===== src/rtl/tt_eval_engine.sv =====
// Runtime-programmable truth-table evaluator with a registered output stage
// and a self-characterisation sweep that captures every channel's table.
module tt_eval_engine #(
    parameter int N_IN = 3,
    parameter int N_CH = 1,
    parameter logic [(1<<N_IN)-1:0] TT_RESET = '0,
    localparam int TT_W = 1 << N_IN,
    localparam int CH_W = (N_CH > 1) ? $clog2(N_CH) : 1
) (
    input  logic                 clk,
    input  logic                 rst_n,
    input  logic                 cfg_we,
    input  logic [CH_W-1:0]      cfg_ch,
    input  logic [TT_W-1:0]      cfg_tt,
    input  logic                 in_valid,
    output logic                 in_ready,
    input  logic [N_IN-1:0]      in_vec,
    output logic                 out_valid,
    input  logic                 out_ready,
    output logic [N_CH-1:0]      out_vec,
    input  logic                 sweep_start,
    output logic                 sweep_busy,
    output logic                 sweep_done,
    output logic [N_CH*TT_W-1:0] sweep_result
);

    typedef enum logic [1:0] {
        S_IDLE,
        S_WAIT,
        S_RUN,
        S_DONE
    } state_t;

    state_t state;
    state_t state_nxt;

    logic [N_CH-1:0][TT_W-1:0] tbl;
    logic [N_CH-1:0][TT_W-1:0] res;
    logic [N_IN-1:0]           idx;
    logic [N_IN-1:0]           lk_idx;
    logic [N_CH-1:0]           lk;
    logic                      accept;
    logic                      cfg_ok;

    assign in_ready     = !sweep_busy && (!out_valid || out_ready);
    assign accept       = in_valid && in_ready;
    assign cfg_ok       = cfg_we && !sweep_busy;
    assign sweep_result = res;

    // The sweep borrows the evaluation lookup; input path is blocked then.
    assign lk_idx = (state == S_RUN) ? idx : in_vec;

    always_comb begin
        lk = '0;
        for (int c = 0; c < N_CH; c++) begin
            lk[c] = tbl[c][lk_idx];
        end
    end

    always_ff @(posedge clk) begin
        if (!rst_n) begin
            tbl <= {N_CH{TT_RESET}};
        end else if (cfg_ok) begin
            for (int c = 0; c < N_CH; c++) begin
                if (cfg_ch == CH_W'(c)) begin
                    tbl[c] <= cfg_tt;
                end
            end
        end
    end

    always_ff @(posedge clk) begin
        if (!rst_n) begin
            out_valid <= 1'b0;
            out_vec   <= '0;
        end else if (accept) begin
            out_valid <= 1'b1;
            out_vec   <= lk;
        end else if (out_ready) begin
            out_valid <= 1'b0;
        end
    end

    always_ff @(posedge clk) begin
        if (!rst_n) begin
            idx <= '0;
            res <= '0;
        end else if (state == S_RUN) begin
            idx <= idx + N_IN'(1);
            for (int c = 0; c < N_CH; c++) begin
                res[c][idx] <= lk[c];
            end
        end
    end

    always_ff @(posedge clk) begin
        if (!rst_n) begin
            state <= S_IDLE;
        end else begin
            state <= state_nxt;
        end
    end

    always_comb begin
        state_nxt = state;
        unique case (state)
            S_IDLE: if (sweep_start) state_nxt = S_WAIT;
            S_WAIT: if (!out_valid) state_nxt = S_RUN;
            S_RUN:  if (idx == N_IN'(TT_W - 1)) state_nxt = S_DONE;
            S_DONE: state_nxt = S_IDLE;
            default: state_nxt = S_IDLE;
        endcase
    end

    always_comb begin
        sweep_busy = (state != S_IDLE);
        sweep_done = (state == S_DONE);
    end

endmodule


===== config.mk =====
export PLATFORM = sky130hd
export DESIGN_NAME = tt_eval_engine
export DESIGN_NICKNAME = d
export VERILOG_FILES = /design/src/rtl/tt_eval_engine.sv
export SDC_FILE = /design/constraint.sdc
export NUM_CORES = 1
export LEC_CHECK = 0
export CAP_MARGIN = 20
export CORE_ASPECT_RATIO = 0.7
export CORE_MARGIN = 5
export CORE_UTILIZATION = 44
export DETAILED_ROUTE_END_ITERATION = 8
export PLACE_DENSITY = 0.74
export SLEW_MARGIN = 30
export SYNTH_ARGS = -nofsm -noshare
export SYNTH_HDL_FRONTEND = slang
export SYNTH_SLANG_ARGS = --single-unit

===== constraint.sdc =====
create_clock -name clk -period 5.4 [get_ports clk]
set_input_delay 1.62 -clock clk [delete_from_list [all_inputs] [get_ports clk]]
set_output_delay 1.62 -clock clk [all_outputs]
set_load 0.02 [all_outputs]

* After elaboration in Yosys (flattened, before gate mapping)
Cells that the tools add are included.
Storage, ports and cells: register bits after elaboration 23, input port bits 18, output and inout bits 13
Cells by class: add/sub/neg operators 1, magnitude comparators 3, eq/ne operators 7, mux-type cells 12, bitwise gates (word level) 1, reductions and logical operators 12
Operator list (number):
- 8-bit bitwise mux | 1
- 3-bit by 4-bit less-than comparator with 1-bit output (second input constant) | 2
- 2-bit case mux with 4 select lines | 1
- 2-bit two-way mux | 3
- 2-bit equality test (second input constant) | 2
- 1-bit logical AND | 4
- 1-bit two-way mux | 4
- 2-bit != test (second input constant) | 2
- 2-bit nonzero test | 2
- 3-bit by 1-bit adder with 3-bit output (second input constant) | 1
- 1-bit binary-select mux with 3-bit select | 1
- 1-bit demux with 3-bit select | 1
- 3-bit equality test (second input constant) | 1
- 3-bit by 1-bit >= comparator with 1-bit output (second input constant) | 1
- 3-bit two-way mux | 1
- 3-bit AND reduction | 1
- 2-bit by 1-bit equality test with 1-bit output (second input constant) | 1
- 1-bit zero test | 2
- 2-bit zero test | 1
- 2-bit by 1-bit != test with 1-bit output (second input constant) | 1
- 2-bit AND reduction | 1
- 1-bit logical OR | 1
- 1-bit inverter | 1

* Longest topological paths before layout
depth in word-level cells 5, gate-level depth with buffers 7

* Worst setup path before layout
No wires, ideal clock.
kind input-to-output, start input port out_ready, end output port in_ready, data arrival time 1.993 ns, required time 3.780 ns, slack 1.787 ns, cell stages on the path 2, path buffers 0, cell sequence nand2b_1 > and2_1
Between the ends: cells in the longest elaborated chain, start to end 2
Ends and longest elaborated chain:
- start: declaration | line 19 | input logic out_ready,
- 1-bit logical OR | line 45 | assign in_ready = !sweep_busy && (!out_valid || out_ready);
- 1-bit logical AND | line 45
- end: declaration | line 16 | output logic in_ready,
No other way between the ends.

* Worst setup path after layout
Same ends and word-level chain as after synthesis.

==> metrics.txt <==
FF-to-FF End sweep_result[3]$_SDFFE_PN0P_; worst hold start sweep_result[7]$_SDFFE_PN0P_; Register-to-Register Setup Slack ~3.1 ns; largest fanout on the critical path 3; H-tree depth 1; final core utilization roughly 60%; peak supply drop around 270 uV; Top Ports 31; synthesized area per cell between 10 and 15 sq um; Static Leak 0.604 nW; critical path endpoint category primary output; Multi-input gate area around 630 sq um; register area around 460 sq um; Rows 15; Post CTS Setup Buffer Count 0; status finished, final reports clean; DRC violations left 0; vias in the first global route ~900; Worst R2R Path Depth 6; CTS resizes 0; TritonCTS clock tree built; Sum Neg Setup Slack 0 ns; Num CTS Buffers 3; initial detailed-routing violation count between 40 and 50; Critical Path AT 2.97 ns; clock buffer depth 2; ANT cells 0; Post-Route WL about 2400 um; Tot GR Track Use 13.6%; post-route cell area between 0.001 and 0.0015 sq mm; HPWL Detailed between 1500 and 2000 um; drt wl/cell 13.9 um; mapped cell area about 0.0011 sq mm; initial antenna violation count 0; final worst path period share a little over four fifths; CORE AREA 0.00248 sq mm; layer with the highest usage met2; Syn Inst Count between 100 and 150; Worst Hold Path EP sweep_result[7]$_SDFFE_PN0P_; largest net degree at the start of global routing 17; met2 Usage GRT a little under a quarter; power density over cell area 367 mW/mm^2; most common cell after layout, fill and taps aside clkdlybuf4s50_1; Starting Density between 40% and 50%; cts hold-fix bufs 0; Final Max Tran Viols 0; Crit path required time 3.78 ns; share of cells above drive strength 1 under 10%; NumNets Final between 150 and 200; final worst clock skew ~0.0012 ns; root buf cell clkbuf_8; TritonRoute pass-1 iters 4; worst r2r src state[0]$_SDFFE_PN0P_; most frequent cells in the layout clkdlybuf4s50_1, dfxtp_1, mux2i_1; Hold Crit Depth 2; DR vias approximately 900; #FFs+latches synth 23; dpl ws slightly above 0.8 ns; syn nets around 140; worst min path class reg -> reg; final hold violations 0; Vias/cell between 5 and 6; RSZ-0062 raised after global routing no; DRT antenna net count 0; Yosys cell types 34; sequential area share after synthesis ~40%; CP startpoint kind primary input; final worst slack approximately 0.81 ns; first-pass GRT wire length between 3000 and 4000 um; final setup vio count 0; CTS Sinks 23; highest achievable clock rate about 0.22 GHz; Die H about 53 um; CTS clk-pin slew, worst paths around 0.08 ns; worst slew pin tran about 0.5 ns; Area Overhead vs Synth 31.4%; met3 Use GR roughly 4.8%; gp weighted congestion ~0.76; placed cell areas 0.00145 sq mm; die area approximately 0.0037 sq mm; GRT overflow 0; number of I/O port buffers 30; Final Critical Period ~4.6 ns; fill cell count between 200 and 250; GRT met1 Usage around 16%; slew margin rel. 65.9%; worst skew pair latency roughly 0.27 ns; width of the die 70.9 um; Yosys warning count 0; critical path class in -> out; max-cap violation count 0
## state kept, by name, summed over array words and instances, names as in the netlist
register      flops
idx               3
tbl               8
out_valid         1
out_vec           1
sweep_result      8
state             2
## where the power goes
group          leakage [nW]  switching [mW]  internal (mW)  total, mW
clock network        0.0255          0.0555         0.0516      0.107
registers             0.187          0.0225          0.192      0.215
logic                 0.392           0.119          0.109      0.228
total                 0.604           0.197          0.353      0.550
## logic make-up after synthesis
| kind of cell | after synthesis | share of synthesized area [%] |
|---|---|---|
| and+or+nand+nor | 35 | 15.9 |
| DFF | 23 | 40.4 |
| muxes | 19 | 18.9 |
| adders and majority gates | 8 | 8.77 |
| buffers and inverters | 11 | 4.39 |
| xor gates and xnor gates | 1 | 0.768 |
| AOI/OAI and AO/OA | 15 | 11.0 |
## worst max-delay path: stages
cell             delay [ns]
clkdlybuf4s50_1        0.45
nand2b_1               0.13
and2_1                 0.15
clkdlybuf4s50_1        0.61
## layout make-up
cell class                 count  share of cell area, %
inverter                       5                   1.25
tap                           34                   2.84
timing repair buffer          30                   20.0
multi-input combinational     78                   42.1
sequential                    23                   30.7
clock inverter                 1                  0.334
clock buffer                   3                   2.75
## metal layers
layer  share of wire [%]  wire length (um)
met4                 1.9                46
met1                  48              1160
met2                  46              1120
met5                   0                 0
met3                 4.4               108
## cell usage after synthesis
master,count,area (sq um)
dfxtp_1,23,460
o211ai_1,1,7.51
buf_2,1,5.00
nor3_1,2,10.0
inv_1,5,18.8
mux2_2,2,22.5
nand3_2,1,10.0
o21ai_0,1,5.00
and3_1,1,6.26
ha_1,8,100
mux4_2,1,22.5
o21ai_1,2,10.0
o41ai_2,2,32.5
buf_6,1,11.3
nand2_1,6,22.5
nor3b_1,3,22.5
nor2_1,12,45.0
xnor2_1,1,8.76
nand4b_1,2,17.5
a21oi_1,2,10.0
mux2_4,2,30.0
a31oi_1,1,6.26
a22oi_2,1,12.5
a211oi_1,1,7.51
nand4_1,1,6.26
and2_1,1,6.26
nand3_1,3,15.0
o31ai_1,1,7.51
o221ai_1,1,8.76
nand2b_1,2,12.5
o311ai_0,2,17.5
clkbuf_1,4,15.0
nand3b_1,1,7.51
mux2i_1,14,140
## per-stage QoR
stage	total power, mW	hold slack (ns)	cells
6_report	0.550	0.460	174
5_1_grt	0.581	0.483	174
4_1_cts	0.555	0.466	174
3_5_place_dp	0.446	0.454	170
3_3_place_gp	0.436	0.446	170
2_1_floorplan	0.374	0.458	112
## worst max-delay path by stage
stage	cells after the start	slack, ns	start	endpoint
2_1_floorplan	2	1.79	out_ready	in_ready
3_3_place_gp	4	0.86	out_ready	in_ready
3_5_place_dp	4	0.82	out_ready	in_ready
4_1_cts	4	0.82	out_ready	in_ready
5_1_grt	4	0.75	out_ready	in_ready
6_report	4	0.81	out_ready	in_ready
(Power assumes the default switching activity.)
==> RTL change 1: new RTL, same flow settings <==
Add an input register stage for `cfg_we`, `cfg_ch`, `cfg_tt` and `sweep_start`, without a reset; this delays them by one clock. The other inputs are not delayed to match.
--- a/src/rtl/tt_eval_engine.sv
+++ b/src/rtl/tt_eval_engine.sv
@@ -33,2 +33,14 @@
 
+    logic cfg_we_q;
+    logic [CH_W-1:0] cfg_ch_q;
+    logic [TT_W-1:0] cfg_tt_q;
+    logic sweep_start_q;
+
+    always_ff @(posedge clk) begin
+        cfg_we_q      <= cfg_we;
+        cfg_ch_q      <= cfg_ch;
+        cfg_tt_q      <= cfg_tt;
+        sweep_start_q <= sweep_start;
+    end
+
     state_t state;
@@ -46,3 +58,3 @@
     assign accept       = in_valid && in_ready;
-    assign cfg_ok       = cfg_we && !sweep_busy;
+    assign cfg_ok       = cfg_we_q && !sweep_busy;
     assign sweep_result = res;
@@ -64,4 +76,4 @@
             for (int c = 0; c < N_CH; c++) begin
-                if (cfg_ch == CH_W'(c)) begin
-                    tbl[c] <= cfg_tt;
+                if (cfg_ch_q == CH_W'(c)) begin
+                    tbl[c] <= cfg_tt_q;
                 end
@@ -106,3 +118,3 @@
         unique case (state)
-            S_IDLE: if (sweep_start) state_nxt = S_WAIT;
+            S_IDLE: if (sweep_start_q) state_nxt = S_WAIT;
             S_WAIT: if (!out_valid) state_nxt = S_RUN;
Function: changed (Yosys sat finds a counterexample within 4 cycles, from zero or initial values and one cycle with rst_n low).
==> RTL change 1 against the unedited design <==
Area after synthesis rose by 21%. Power rose by 31%. Global-route usage fell by 0.29 points. Sequential cell count rose by 11. Sequential share of layout area rose by 7.4 points. Setup slack improved by 0.014 ns. Design area rose by 19%. Wire length rose by 6.2%. Final cell count rose by 11%. Synthesized cell count rose by 9.8%. Highest routed layer unchanged.
==> RTL change 1: results (changes against the unedited design) <==
* Status: completed
* Register area share after synthesis at 49.4% (+9.0 points)
* First-pass GRT wire length at 4490 um (+14%)
* Clock Path Buffers at 2 (unchanged)
* Met3 GRT Util at 4.97% (+0.18 points)
* Synthesized instance count at 123 (+9.8%)
* Final Wtd Congestion at 0.739 (-3.1%)
* Hold depth at 2 (unchanged)
* Inst Count DP at 185 (+8.8%)
* H-Tree Depth at 2 (+1)
* Fraction of area in multi-input gates at 36.3% (-5.8 points)
* Wire per inst at 13.4 um (-4.3%)
* Clock network area share at 5.11% (+2.0 points)
* Metal3 WL at 163 um (+51%)
* Nets at 180 (+7.8%)
* Post-synth EDFFs at 0 (unchanged)
* Clk_buf instances at 7 (+4)
* Syn nets at 149 (+8.0%)
* Skew final at 0.00745 ns (+0.00621 ns)
* Final-layout non-clock buffer area share at 16.8% (-3.2 points)
* 1st-pass router iterations at 4 (unchanged)
* Area post-placement at 1700 um^2 (+17%)
* Place WS at 0.820 ns (+0.00226 ns)
* Non-CTS inverters at 5 (unchanged)
* Top post-synthesis cells by area: dfxtp_1, mux2i_1, ha_1
* Met1 GRT Util at 14.5% (-1.0 points)
* Synth unique cells at 37 (+8.8%)
* Post-synth top cells: dfxtp_1, mux2i_1, nor2b_1
* WL met1 at 1110 um (-3.7%)
* Metal2 WL at 1230 um (+9.8%)
* Total CTS buffers at 5 (+2)
* Initial antenna violation count at 0 (unchanged)
* FF+latch area at 681 um^2 (+48%)
* Crit path arrival time at 2.95 ns (-0.02 ns)
* Leak Pwr at 0.000709 uW (+17%)
* Number of synthesis warnings at 0 (unchanged)
* Vias at 982 (+10%)
* Max VDD drop at 0.171 mV (-37%)
* Grt ovf at 0 (unchanged)
* GRT Overall Usage at 13.3% (-0.29 points)
* Layout area overhead at 29.7%
* Worst rel slew slack at 47.8% (-18 points)
* Int Power at 491 uW (+39%)
* Fillers at 248 (+11%)
* Placeable Area at 3080 um^2 (+24%)
* Vias in the first global route at 1032 (+18%)
* Initial DRC Count at 52 (+21%)
* Met2 Usage GRT at 21.5% (-1.6 points)
* Non-filler cells, final at 193 (+11%)
* Layout cells sized above 1 at 8.39% (-0.90 points)
* PortBufs at 30 (unchanged)
* Dpl hpwl at 1890 um (+2.4%)
* Largest net degree at the start of global routing at 26 (+9)
* Clk_lat worst skew at 0.29 ns (+0.02 ns)
* Clock tree sinks at 34 (+48%)
==> RTL change 1: worst paths after layout <==
path / startpoint / end / slack (ns)
min reg2reg: sweep_result[3] / sweep_result[3] / 0.46
max: out_ready / in_ready / 0.83
max reg2reg: state[0] / sweep_result[5] / 3.05
min: sweep_result[3] / sweep_result[3] / 0.46
==> RTL change 1: worst max-delay path, delay by kind of cell <==
family | cells | cell delay (ns)
simple gates | 2 | 0.28
buf+inv | 2 | 1.06
==> RTL change 1: kinds of logic (layout without fill, tap and decap cells) <==
logic type      count (synthesis)  after routing  synth area share (%)
simple gates                   35             35                  15.3
flops                          34             34                  49.4
xor+xnor                        1              1                 0.635
mux                            19             19                  15.4
fa+ha+maj                       8              8                  7.26
compound gates                 15             15                  8.44
buf+inv                        11             43                  3.54
==> RTL change 1: power groups by stage <==
stage	logic [uW]	clock network [uW]	registers (uW)
6_report	227	192	301
5_1_grt	249	207	306
4_1_cts	230	197	301
3_5_place_dp	229	0	307
3_3_place_gp	218	0	305
2_1_floorplan	156	0	306
==> RTL change 2: new RTL, same flow settings <==
Made on the original files. Change the parameter `N_IN` from 3 to 5.
--- a/src/rtl/tt_eval_engine.sv
+++ b/src/rtl/tt_eval_engine.sv
@@ -3,3 +3,3 @@
 module tt_eval_engine #(
-    parameter int N_IN = 3,
+    parameter int N_IN = 5,
     parameter int N_CH = 1,
Ports: changed (resized cfg_tt, in_vec and sweep_result); port bits go from 31 to 81. The function was not compared with the original's and may differ.
==> RTL change 2 against the unedited design <==
Area after synthesis grew to 3.0 times the old value. Synthesized cell count grew to 3.7 times the old value. Power grew to 3.0 times the old value. Setup slack better by 0.0083 ns. Via count grew to 3.5 times the old value. Wire length grew to 3.7 times the old value. Utilization is 0.16 points lower. Clock power grew to 4.8 times the old value. Sequential cell count is 50 higher. Critical path depth stayed put. Non-clock buffer count is 53 higher. Design area grew to 3.0 times the old value. Largest cell class unchanged. Largest power group is now sequential cells.
==> RTL change 2: results (changes against the unedited design) <==
* Status: completed
* Met3 GRT Util at 4.86% (+0.066 points)
* Max VDD drop at 0.258 mV (-5.2%)
* Avg Cell Area, Syn at 8.20 um^2 (-20%)
* Metal3 WL at 515 um (+380%)
* Top post-synthesis cells by area: dfxtp_1, nand2_1, a21oi_1
* Worst Hold Endpoint: tbl[7]
* Synth unique cells at 47 (+38%)
* Vias at 3141 (+250%)
* Syn nets at 470 (+240%)
* Wire per inst at 15.4 um (+11%)
* CP max FO at 2 (-1)
* Dpl hpwl at 6280 um (+240%)
* Leak Pwr at 0.00149 uW (+150%)
* Final Wtd Congestion at 0.813 (+6.5%)
* Vias in the first global route at 3000 (+240%)
* Largest net degree at the start of global routing at 74 (+57)
* Met2 Usage GRT at 28.1% (+5.0 points)
* Area post-placement at 4240 um^2 (+190%)
* GRT Overall Usage at 19.0% (+5.4 points)
* Initial DRC Count at 183 (+330%)
* Post-synthesis adder-cell area fraction at 3.67% (-5.1 points)
* Nets at 535 (+220%)
* Skew final at 0.00867 ns (+0.00743 ns)
* RR Endpoint: sweep_result[30]
* Synth Area in XOR/XNOR at 0.770% (+0.0028 points)
* Post-synth top cells: nand2_1, dfxtp_1, a21oi_1
## RTL change 2: cell types whose count changed after synthesis, moves of 9 or more
cell      unedited run  this run
nor2_1              12        44
mux2i_1             14         4
dfxtp_1             23        73
a311oi_1             0        15
a211oi_1             1        17
nand2b_1             2        18
nand2_1              6        76
a22oi_1              0         9
a21oi_1              2        54
clkbuf_1             4        16
## RTL change 2: area by class of cell
cell class | instances | share of cell area [%]
Clock inverter | 6 | 2.40
Multi-Input combinational cell | 303 | 40.0
Tap cell | 98 | 2.74
Inverter | 11 | 0.978
Sequential cell | 73 | 32.7
Timing Repair Buffer | 83 | 18.5
Clock buffer | 9 | 2.77
## RTL change 2: tightest hold or removal path: stages (launching register included)
cell     delay (ns)
dfxtp_1        0.31
nand2_1        0.05
a21oi_1        0.05
## RTL change 2: power breakdown
part	internal (uW)	switching, uW	total, uW	leakage [uW]
logic	200	288	489	0.000782
clock network	302	207	509	0.000115
registers	581	44.4	626	0.000592
